<file path="src/rtl/pipe_pkg.sv">
// rtl/pipe_pkg.sv - shared widths and set-condition opcodes for the 16-bit pipeline
package pipe_pkg;

  localparam int DW = 16;
  localparam int RW = 3;

  localparam logic [4:0] OP_SEQ = 5'b11100;
  localparam logic [4:0] OP_SLT = 5'b11101;
  localparam logic [4:0] OP_SLE = 5'b11110;
  localparam logic [4:0] OP_SCO = 5'b11111;

  // All four set-condition opcodes share the 111xx prefix
  function automatic logic is_set_cond(input logic [4:0] opcode);
    return opcode[4:2] == 3'b111;
  endfunction

endpackage

</file>
<file path="src/rtl/set_cond_resolve.sv">
// rtl/set_cond_resolve.sv - turns ALU flags into a 0/1 result for SEQ/SLT/SLE/SCO
module set_cond_resolve #(
  parameter int DW = pipe_pkg::DW
) (
  input  logic [4:0]    opcode,
  input  logic [DW-1:0] alu_out,
  input  logic          alu_z,
  input  logic          alu_ofl,
  input  logic          alu_cout,
  output logic [DW-1:0] result
);
  import pipe_pkg::*;

  // Signed less-than of A-B: sign bit corrected by overflow
  logic lt;
  assign lt = alu_out[DW-1] ^ alu_ofl;

  // Pick the flag-derived bit for set-condition ops, pass ALU value otherwise
  always_comb begin
    result = alu_out;
    if (is_set_cond(opcode)) begin
      case (opcode)
        OP_SEQ:  result = {{(DW-1){1'b0}}, alu_z};
        OP_SLT:  result = {{(DW-1){1'b0}}, lt & ~alu_z};
        OP_SLE:  result = {{(DW-1){1'b0}}, lt | alu_z};
        default: result = {{(DW-1){1'b0}}, alu_cout};
      endcase
    end
  end

endmodule

</file>
<file path="src/rtl/ex_mem_reg.sv">
// rtl/ex_mem_reg.sv - EX/MEM pipeline register with stall hold, flush bubble, error and stall count
module ex_mem_reg #(
  parameter int DW = pipe_pkg::DW,
  parameter int RW = pipe_pkg::RW
) (
  input  logic          clk,
  input  logic          rst,
  input  logic          stall,
  input  logic          flush,
  input  logic          in_valid,
  input  logic [15:0]   in_instr,
  input  logic [DW-1:0] alu_out,
  input  logic          alu_z,
  input  logic          alu_ofl,
  input  logic          alu_cout,
  input  logic [DW-1:0] in_st_data,
  input  logic [RW-1:0] in_wr_reg,
  input  logic          in_reg_wr,
  input  logic          in_mem_rd,
  input  logic          in_mem_wr,
  input  logic          in_halt,
  output logic          out_valid,
  output logic [DW-1:0] out_result,
  output logic [DW-1:0] out_st_data,
  output logic [RW-1:0] out_wr_reg,
  output logic          out_reg_wr,
  output logic          out_mem_rd,
  output logic          out_mem_wr,
  output logic          out_halt,
  output logic          fwd_en,
  output logic          err,
  output logic [15:0]   stall_cnt
);
  import pipe_pkg::*;

  logic          valid_q,     valid_d;
  logic [DW-1:0] result_q,    result_d;
  logic [DW-1:0] st_data_q,   st_data_d;
  logic [RW-1:0] wr_reg_q,    wr_reg_d;
  logic          reg_wr_q,    reg_wr_d;
  logic          mem_rd_q,    mem_rd_d;
  logic          mem_wr_q,    mem_wr_d;
  logic          halt_q,      halt_d;
  logic          err_q,       err_d;
  logic [15:0]   stall_cnt_q, stall_cnt_d;

  logic [DW-1:0] ex_result;
  logic          unused_instr_bits;

  // Only the major opcode matters here; the rest of the word is decoded upstream
  assign unused_instr_bits = ^in_instr[10:0];

  set_cond_resolve #(.DW(DW)) u_resolve (
    .opcode   (in_instr[15:11]),
    .alu_out  (alu_out),
    .alu_z    (alu_z),
    .alu_ofl  (alu_ofl),
    .alu_cout (alu_cout),
    .result   (ex_result)
  );

  // Next state: flush bubbles the control bits, stall holds and counts, else capture
  always_comb begin
    valid_d     = valid_q;
    result_d    = result_q;
    st_data_d   = st_data_q;
    wr_reg_d    = wr_reg_q;
    reg_wr_d    = reg_wr_q;
    mem_rd_d    = mem_rd_q;
    mem_wr_d    = mem_wr_q;
    halt_d      = halt_q;
    err_d       = err_q;
    stall_cnt_d = stall_cnt_q;

    if (flush) begin
      // Data fields keep their old values to avoid needless toggling
      valid_d  = 1'b0;
      reg_wr_d = 1'b0;
      mem_rd_d = 1'b0;
      mem_wr_d = 1'b0;
      halt_d   = 1'b0;
    end else if (stall) begin
      if (valid_q && stall_cnt_q != 16'hFFFF) begin
        stall_cnt_d = stall_cnt_q + 16'd1;
      end
    end else begin
      valid_d   = in_valid;
      result_d  = ex_result;
      st_data_d = in_st_data;
      wr_reg_d  = in_wr_reg;
      reg_wr_d  = in_reg_wr & in_valid;
      mem_rd_d  = in_mem_rd & in_valid;
      mem_wr_d  = in_mem_wr & in_valid;
      halt_d    = in_halt & in_valid;
      // A real instruction that both loads and stores is a decode fault
      err_d     = err_q | (in_valid & in_mem_rd & in_mem_wr);
    end
  end

  // State register with synchronous reset overriding stall and flush
  always_ff @(posedge clk) begin
    if (rst) begin
      valid_q     <= 1'b0;
      result_q    <= '0;
      st_data_q   <= '0;
      wr_reg_q    <= '0;
      reg_wr_q    <= 1'b0;
      mem_rd_q    <= 1'b0;
      mem_wr_q    <= 1'b0;
      halt_q      <= 1'b0;
      err_q       <= 1'b0;
      stall_cnt_q <= '0;
    end else begin
      valid_q     <= valid_d;
      result_q    <= result_d;
      st_data_q   <= st_data_d;
      wr_reg_q    <= wr_reg_d;
      reg_wr_q    <= reg_wr_d;
      mem_rd_q    <= mem_rd_d;
      mem_wr_q    <= mem_wr_d;
      halt_q      <= halt_d;
      err_q       <= err_d;
      stall_cnt_q <= stall_cnt_d;
    end
  end

  assign out_valid   = valid_q;
  assign out_result  = result_q;
  assign out_st_data = st_data_q;
  assign out_wr_reg  = wr_reg_q;
  assign out_reg_wr  = reg_wr_q;
  assign out_mem_rd  = mem_rd_q;
  assign out_mem_wr  = mem_wr_q;
  assign out_halt    = halt_q;
  assign err         = err_q;
  assign stall_cnt   = stall_cnt_q;

  // Load data only exists after the cache access, so it cannot be forwarded from here
  assign fwd_en = valid_q & reg_wr_q & ~mem_rd_q;

endmodule

</file>
<file path="config.mk">
export PLATFORM = sky130hd
export DESIGN_NAME = ex_mem_reg
export DESIGN_NICKNAME = d
export VERILOG_FILES = /design/src/rtl/pipe_pkg.sv /design/src/rtl/set_cond_resolve.sv /design/src/rtl/ex_mem_reg.sv
export SDC_FILE = /design/constraint.sdc
export NUM_CORES = 1
export LEC_CHECK = 0
export CAP_MARGIN = 20
export CORE_MARGIN = 2
export CORE_UTILIZATION = 45
export DETAILED_ROUTE_END_ITERATION = 12
export DONT_BUFFER_PORTS = 1
export REMOVE_ABC_BUFFERS = 1
export SYNTH_ARGS = -nofsm -noshare
export SYNTH_HDL_FRONTEND = slang
export SYNTH_SLANG_ARGS = --single-unit
</file>
<file path="constraint.sdc">
create_clock -name clk -period 2.1 [get_ports clk]
set_input_delay 0.315 -clock clk [delete_from_list [all_inputs] [get_ports clk]]
set_output_delay 0.315 -clock clk [all_outputs]
set_load 0.005 [all_outputs]
</file>
---- Word-level counts from Yosys, hierarchy flattened ----
Index checks and enable logic that the tools add are counted.
storage, ports and cells
  bits in registers ....................... 57
  word-level logic and storage cells ...... 37
cells by class
  bitwise logic cells ..................... 15
  muxes and demuxes ....................... 2
  reductions and logical operators ........ 4
  equality and inequality tests ........... 5
  add/sub/neg operators ................... 1
operators by type and width
  operator                                       number
  adder 16 x 1 -> 16 bit, second input constant  1
  two-way mux 16 bit                             1
  != test 16 bit, second input constant          1
  == test 5 bit, second input constant           3
  AND 1 bit                                      8
  NOT 1 bit                                      4
  == test 3 bit, second input constant           1
  case mux 1 bit (3 select lines)                1
  AND reduction 3 bit                            1
  OR 1 bit                                       2
  AND reduction 2 bit                            1
  OR reduction 2 bit                             1
  logical AND 1 bit                              1
  bitwise XOR 1 bit                              1

---- Logic depth before layout (Yosys ltp) ----
Gate-level depths: netlist of the first run.
  depth after elaboration ................. 4
  mapped depth ............................ 6
  gate-level depth less buffers ........... 5

---- Modules after synthesis ----
From an unflattened synthesis of the first run, not the netlist that was laid out.
unflattened totals
  cell total of the unflattened synthesis .. 305
  area total of the unflattened synthesis .. 2482.4 um^2
by module, submodules not included
  module            cells each  area each (um^2)  times used
  ex_mem_reg        280         2313.5            1
  set_cond_resolve  25          168.9             1

---- Least setup slack after synthesis of the first run ----
Ideal clock, no wire load.
  kind .................................... register to register
  from .................................... register stall_cnt_q[0] (netlist: stall_cnt[0])
  to ...................................... register stall_cnt_q[1] (netlist: stall_cnt[1])
  data arrival time ....................... 1.898 ns
  period minus slack after synthesis ...... 2.013 ns
  library setup time ...................... 0.115 ns
  stages on the path, launching flop included .. 7
  setup slack ............................. 0.087 ns
  path buffers ............................ 1
  cell sequence ........................... dfxtp_1 > ha_1 > nand4_1 > nor4_1 > clkbuf_1 > nor3b_1 > o21ba_1
between the ends
  longest elaborated chain between the ends .. 3
  elaborated cells on any way between the ends .. 4
  those cells by class .................... add/sub: 1; eq/ne: 1; reduce/logical: 2
RTL lines
  element                                                         line               source
  start, declared                                                 ex_mem_reg.sv:45   logic [15:0] stall_cnt_q, stall_cnt_d;
  start signal, assigned                                          ex_mem_reg.sv:123  stall_cnt_q <= stall_cnt_d;
  branches (longest 3 deep; another with adder 16 x 1 -> 16 bit)  -
Several ways; the timed one is not identified.
A chain may end at the register's enable or synchronous reset.

---- Worst setup path in the final report of the first run ----
  from .................................... register stall_cnt_q[7] (netlist: stall_cnt[7])
  to ...................................... register stall_cnt_q[13] (netlist: stall_cnt[13])
Same word-level chain as after synthesis.

==> summary.txt, run 1 <==
Run status
  • Status: completed

Die
  • Core area: 0.005075 sq mm
  • DIE HEIGHT: 76.32 um
  • Io pins: 121
  • Cell Rows: 26
  • Chip Width: 76.32 um
  • Initial Utilization: 46.38%
  • Die Footprint: 0.005825 sq mm

Yosys
  • Synth Instances: 289
  • #FFs+latches synth: 57
  • Synth async-reset ratio: 0%
  • Unique masters post-synth: 41
  • Number of synthesized flops with an enable pin: 0
  • YS warnings: 0
  • Register area share after synthesis: 48.48%
  • Primary FF master, synth: dfxtp_1
  • Post-synthesis average cell area: 8.144 sq um
  • Cell Area, Synth: 0.002354 sq mm

Layout
  • Finished Layout Cells: 367
  • Share of post-route cells with drive strength above 1: 10.44%
  • Area grow syn2layout: 11.32%
  • Nets@finish: 356
  • Most frequent cells in the layout: nand2_1 (60), dfxtp_1 (57), a21oi_1 (49)
  • Register area: 0.001141 sq mm
  • N_diodes: 0
  • Area of the multi-input gates: 0.001120 sq mm
  • Fillers: 522
  • Most common cell after layout, fill and taps aside: nand2_1

STA
  • Fin. max-slew vios: 0
  • Setup ws final: 0.1579 ns
  • Setup TNS: 0 ns
  • Fin Clk Skew: 0.005161 ns
  • Hold WS: 0.06123 ns
  • Finish-stage setup viols: 0
  • Worst-Margin Slew: 0.6759 ns
  • Headroom to the max-slew limit: 54.94%
  • Crit share post-route: 92.48%
  • Maximum clock frequency: 514.9 MHz
  • RSZ-0062 raised after global routing: false
  • Crit path time final: 1.942 ns
  • Count of final hold-check violations: 0

CTS
  • Total clock sinks: 57
  • Root Buffer: clkbuf_8
  • Worst skew pair latency: 0.32 ns
  • CTS tree: built
  • Setup repair bufs after CTS: 0
  • Post-CTS Resized: 0
  • Max clock buf depth: 2
  • Worst-path clk slew: 0.06 ns
  • Hold Buf Count CTS: 0
  • H-tree levels: 3
  • CTS buffer count: 9

Worst setup path
  • Critical path buffers and inverters: 0
  • Worst Setup Start Kind: flip-flop
  • Setup crit end kind: flip-flop
  • Worst path slowest cell: or4_1
  • Crit-path leading delay family: simple AND/OR/NAND/NOR gates
  • CP Data Arrival Time: 2.15 ns
  • WS Path Type: flip-flop to flip-flop
  • Worst path max stage delay: 0.63 ns
  • Worst Path Required: 2.30 ns
  • CP max FO: 7
  • Worst-path cell chain: nand3_1 -> or4_1 -> nor4_1 -> mux2_1

Placed design
  • Pre-CTS WS: 0.1627 ns
  • GP Congestion: 0.7273
  • Post-Place Cells: 351
  • Post-DP HPWL: 3.576 mm
  • Number of buffers added on ports: 0

Routing
  • Top layer reached by signal wires: met4
  • Residual DRC count: 0
  • Wire length per cell: 14.50 um
  • Routed vias: 2047
  • Wire length on met3: 466 um
  • Initial DRC Count: 94
  • Post-DRT Antenna Nets: 0
  • Metal-1 WL: 2.377 mm
  • Via count normalized by instance count: 5.578
  • Final wirelength: 5.323 mm
  • DR WL met2: 2.412 mm
  • Drt pass-1 iters: 4

GRT
  • First-pass GRT wire length: 8.625 mm
  • Initial antenna violation count: 0
  • Vias in the first global route: 1890
  • Total gr overflow: 0
  • Largest net degree at the start of global routing: 59
  • GRT Util Overall: 18.23%

Power and ir drop
  • Pwr Density: 806.6 mW/mm^2
  • Maximum vdd drop: 0.3179 mV
  • Leakage: 0.0008936 uW
  • Final Power: 2113 uW

Min path
  • Hold WC Path Type: primary input to flip-flop

Flow run
  • Maxcap violations: 0
## metal layers
| layer | GRT usage (%) | vias to the layer above |
|---|---|---|
| met5 | 0 | - |
| met4 | 8.727 | 0 |
| met3 | 7.346 | 7 |
| met2 | 29.29 | 73 |
| met1 | 21.17 | 927 |
| li1 | - | 1040 |
## path summary, 6_finish.rpt
path,cells after the start,start,endpoint,slack [ns]
worst min register to register,2,out_result[13],out_result[13],0.47
worst max-delay path,4,stall_cnt[7],stall_cnt[13],0.16
worst max register to register,4,stall_cnt[7],stall_cnt[13],0.16
worst min-delay path,1,rst,stall_cnt[9],0.06
## Yosys cell counts (2+ instances only)
cell	number	area share [%]
and3_1	2	0.53
nand4_1	3	0.80
nand3_1	24	5.1
a21oi_1	49	10
or4_1	9	2.9
o21ai_0	3	0.64
nor4_1	5	1.3
nor2_1	10	1.6
dfxtp_1	57	48
or2_2	2	0.53
clkbuf_1	16	2.6
inv_1	2	0.32
a31oi_1	2	0.53
nor3_1	8	1.7
nand2_1	60	9.6
a22oi_1	3	0.96
o31ai_1	8	2.6
nor2b_1	3	0.80
## cell families after synthesis
kind of cell    Yosys count  synth area share (%)
compound gates           73                 18.02
xor+xnor                  1                0.3722
fa+ha+maj                 1                0.5315
buf+inv                  22                 4.040
flops                    57                 48.48
mux                       2                0.9038
simple gates            133                 27.65
## worst register-to-register path: stages, from the launching register on
cell	delay, ns
dfxtp_1	0.42
nand3_1	0.12
or4_1	0.63
nor4_1	0.31
mux2_1	0.35
## stage by stage
| step | utilization, % | area [sq um] |
|---|---|---|
| after floorplan | - | 2266 |
| after global placement | 48.20 | 2446 |
| after detailed placement | 48.20 | 2446 |
| after CTS | 51.63 | 2620 |
| after global routing | 51.63 | 2620 |
| final | 51.63 | 2620 |
## final cells by class
class	instances	area share, %
clock buffers	13	6.065
clock inverters	3	0.5731
inverters	2	0.2865
multi-input cells	210	42.74
flip-flops and latches	57	43.55
well taps	70	3.343
repair buffers	12	3.438
## power breakdown
part,leakage [uW],switching [uW],internal (uW)
Sequential,0.000463,25.1,1120
Combinational,0.000337,51.0,35.4
Clock,0.0000932,399,487
Total,0.000894,476,1640
No activity file was read; power rests on OpenSTA's default activity.
==> inputs of run 2 (changes only) <==
--- a/config.mk
+++ b/config.mk
@@ -10,7 +10,9 @@
 export CORE_UTILIZATION = 45
 export DETAILED_ROUTE_END_ITERATION = 12
 export DONT_BUFFER_PORTS = 1
+export RECOVER_POWER = 50
 export REMOVE_ABC_BUFFERS = 1
+export SLEW_MARGIN = 20
 export SYNTH_ARGS = -nofsm -noshare
 export SYNTH_HDL_FRONTEND = slang
 export SYNTH_SLANG_ARGS = --single-unit
==> summary.txt, run 2 (synthesis results as in run 1) <==
Run status
  • Status: completed (unchanged)

CTS
  • Worst-path clk slew: 0.06 ns (about the same)
  • Total clock sinks: 57 (unchanged)
  • Hold Buf Count CTS: 0 (unchanged)
  • Worst skew pair latency: 0.32 ns (about the same)
  • Root Buffer: clkbuf_8 (unchanged)
  • CTS tree: built (unchanged)
  • Post-CTS Resized: 0 (unchanged)
  • Setup repair bufs after CTS: 0 (unchanged)
  • CTS buffer count: 9 (unchanged)
  • H-tree levels: 3 (unchanged)
  • Max clock buf depth: 2 (unchanged)

Layout
  • Share of post-route cells with drive strength above 1: 9.764% (was 10.44%)
  • Nets@finish: 356 (unchanged)
  • N_diodes: 0 (unchanged)
  • Most common cell after layout, fill and taps aside: nand2_1 (unchanged)
  • Most frequent cells in the layout: nand2_1 (60), dfxtp_1 (57), a21oi_1 (49) (unchanged)
  • Fillers: 524 (was 522)
  • Finished Layout Cells: 367 (unchanged)
  • Area grow syn2layout: 11.16% (was 11.32%)
  • Register area: 0.001141 sq mm (unchanged)
  • Area of the multi-input gates: 0.001120 sq mm (unchanged)

Worst setup path
  • Worst path max stage delay: 0.63 ns (about the same)
  • Worst Path Required: 2.30 ns (about the same)
  • CP Data Arrival Time: 2.15 ns (about the same)
  • Worst Setup Start Kind: flip-flop (unchanged)
  • WS Path Type: flip-flop to flip-flop (unchanged)
  • Worst path slowest cell: or4_1 (unchanged)
  • CP max FO: 7 (unchanged)
  • Setup crit end kind: flip-flop (unchanged)
  • Worst-path cell chain: nand3_1 -> or4_1 -> nor4_1 -> mux2_1 (unchanged)

Power and ir drop
  • Pwr Density: 807.1 mW/mm^2 (was 806.6 mW/mm^2)
  • Clock share of power: 41.9% (was 42.0%)
  • Register share of total power: 54.0% (about the same)
  • Final Power: 2112 uW (was 2113 uW)
  • Logic pwr share: 4.1% (about the same)
  • Pint: 1637 uW (was 1638 uW)
  • Leakage: 0.0008889 uW (was 0.0008936 uW)
  • NetSw: 474.6 uW (was 475.6 uW)
  • Sw frac: 22.47% (was 22.50%)
  • Maximum vdd drop: 0.3177 mV (was 0.3179 mV)

Flow run
  • Maxcap violations: 0 (unchanged)

STA
  • Fin. max-slew vios: 0 (unchanged)
  • Maximum clock frequency: 515.0 MHz (was 514.9 MHz)
  • Headroom to the max-slew limit: 18.40% (was 54.94%)
  • RSZ-0062 raised after global routing: false (unchanged)
  • Count of final hold-check violations: 0 (unchanged)
  • Setup TNS: 0 ns (unchanged)
  • Finish-stage setup viols: 0 (unchanged)
  • Crit share post-route: 92.47% (was 92.48%)
  • Crit path time final: 1.942 ns (about the same)
  • Fin Clk Skew: 0.005046 ns (was 0.005161 ns)
  • Worst-Margin Slew: 1.224 ns (was 0.6759 ns)
  • Hold WS: 0.06163 ns (was 0.06123 ns)
  • Setup ws final: 0.1581 ns (was 0.1579 ns)

Die
  • Chip Width: 76.32 um (unchanged)
  • DIE HEIGHT: 76.32 um (unchanged)
  • Cell Rows: 26 (unchanged)
  • Io pins: 121 (unchanged)
  • Die Footprint: 0.005825 sq mm (unchanged)
  • Core area: 0.005075 sq mm (unchanged)
  • Initial Utilization: 46.38% (unchanged)

GRT
  • Largest net degree at the start of global routing: 59 (unchanged)
  • Initial antenna violation count: 0 (unchanged)
  • Vias in the first global route: 1890 (unchanged)
  • GRT Util Overall: 18.23% (unchanged)
  • Total gr overflow: 0 (unchanged)
  • First-pass GRT wire length: 8.625 mm (unchanged)

Placed design
  • Pre-CTS WS: 0.1627 ns (unchanged)
  • Post-Place Cells: 351 (unchanged)
  • Number of buffers added on ports: 0 (unchanged)
  • Post-DP HPWL: 3.576 mm (unchanged)
  • GP Congestion: 0.7273 (unchanged)

Routing
  • Routed vias: 2066 (was 2047)
  • Drt pass-1 iters: 4 (unchanged)
  • Via count normalized by instance count: 5.629 (was 5.578)
  • Wire length per cell: 14.49 um (was 14.50 um)
  • Final wirelength: 5.318 mm (was 5.323 mm)
  • Post-DRT Antenna Nets: 0 (unchanged)
  • Residual DRC count: 0 (unchanged)
  • Initial DRC Count: 94 (unchanged)

Min path
  • Hold WC Path Type: primary input to flip-flop (unchanged)
## run 2: power by group through the flow
stage,sequential (uW),combinational (uW),clock (uW)
6_report,1140,85.5,886
5_1_grt,1140,99.9,969
4_1_cts,1140,87.2,918
3_5_place_dp,1160,87.1,0
3_3_place_gp,1160,84.6,0
2_1_floorplan,1160,67.4,0
## run 2: worst paths after layout
check                               startpoint              to  slack, ns  depth (start not counted)
worst max-delay path              stall_cnt[7]   stall_cnt[13]       0.16                          4
worst min-delay path                       rst    stall_cnt[9]       0.06                          1
worst max register to register    stall_cnt[7]   stall_cnt[13]       0.16                          4
worst min register to register  out_result[13]  out_result[13]       0.47                          2
## run 2: worst max-delay path, delay by kind of cell, from the launching register on
| family | cells | cell delay (ns) |
|---|---|---|
| and+or+nand+nor | 3 | 1.06 |
| DFF | 1 | 0.42 |
| muxes | 1 | 0.35 |
## run 2: layout make-up
class | count | share of cell area (%)
flip-flops and latches | 57 | 43.62
multi-input cells | 210 | 42.80
clock buffers | 13 | 6.074
well taps | 70 | 3.348
repair buffers | 12 | 3.300
clock inverters | 3 | 0.5739
inverters | 2 | 0.2869
## run 2: metal layers
layer	track usage [%]	wire length, um	up-vias
li1	-	-	1038
met1	21.17	2310	938
met2	29.29	2445	83
met3	7.346	495	7
met4	8.727	67	0
met5	0	0	-
## run 2: per-stage QoR
stage / cell area [sq um] / utilization [%]
final: 2616 / 51.55
after global placement: 2446 / 48.20
after detailed placement: 2446 / 48.20
after global routing: 2616 / 51.55
after floorplan: 2266 / -
after CTS: 2620 / 51.63
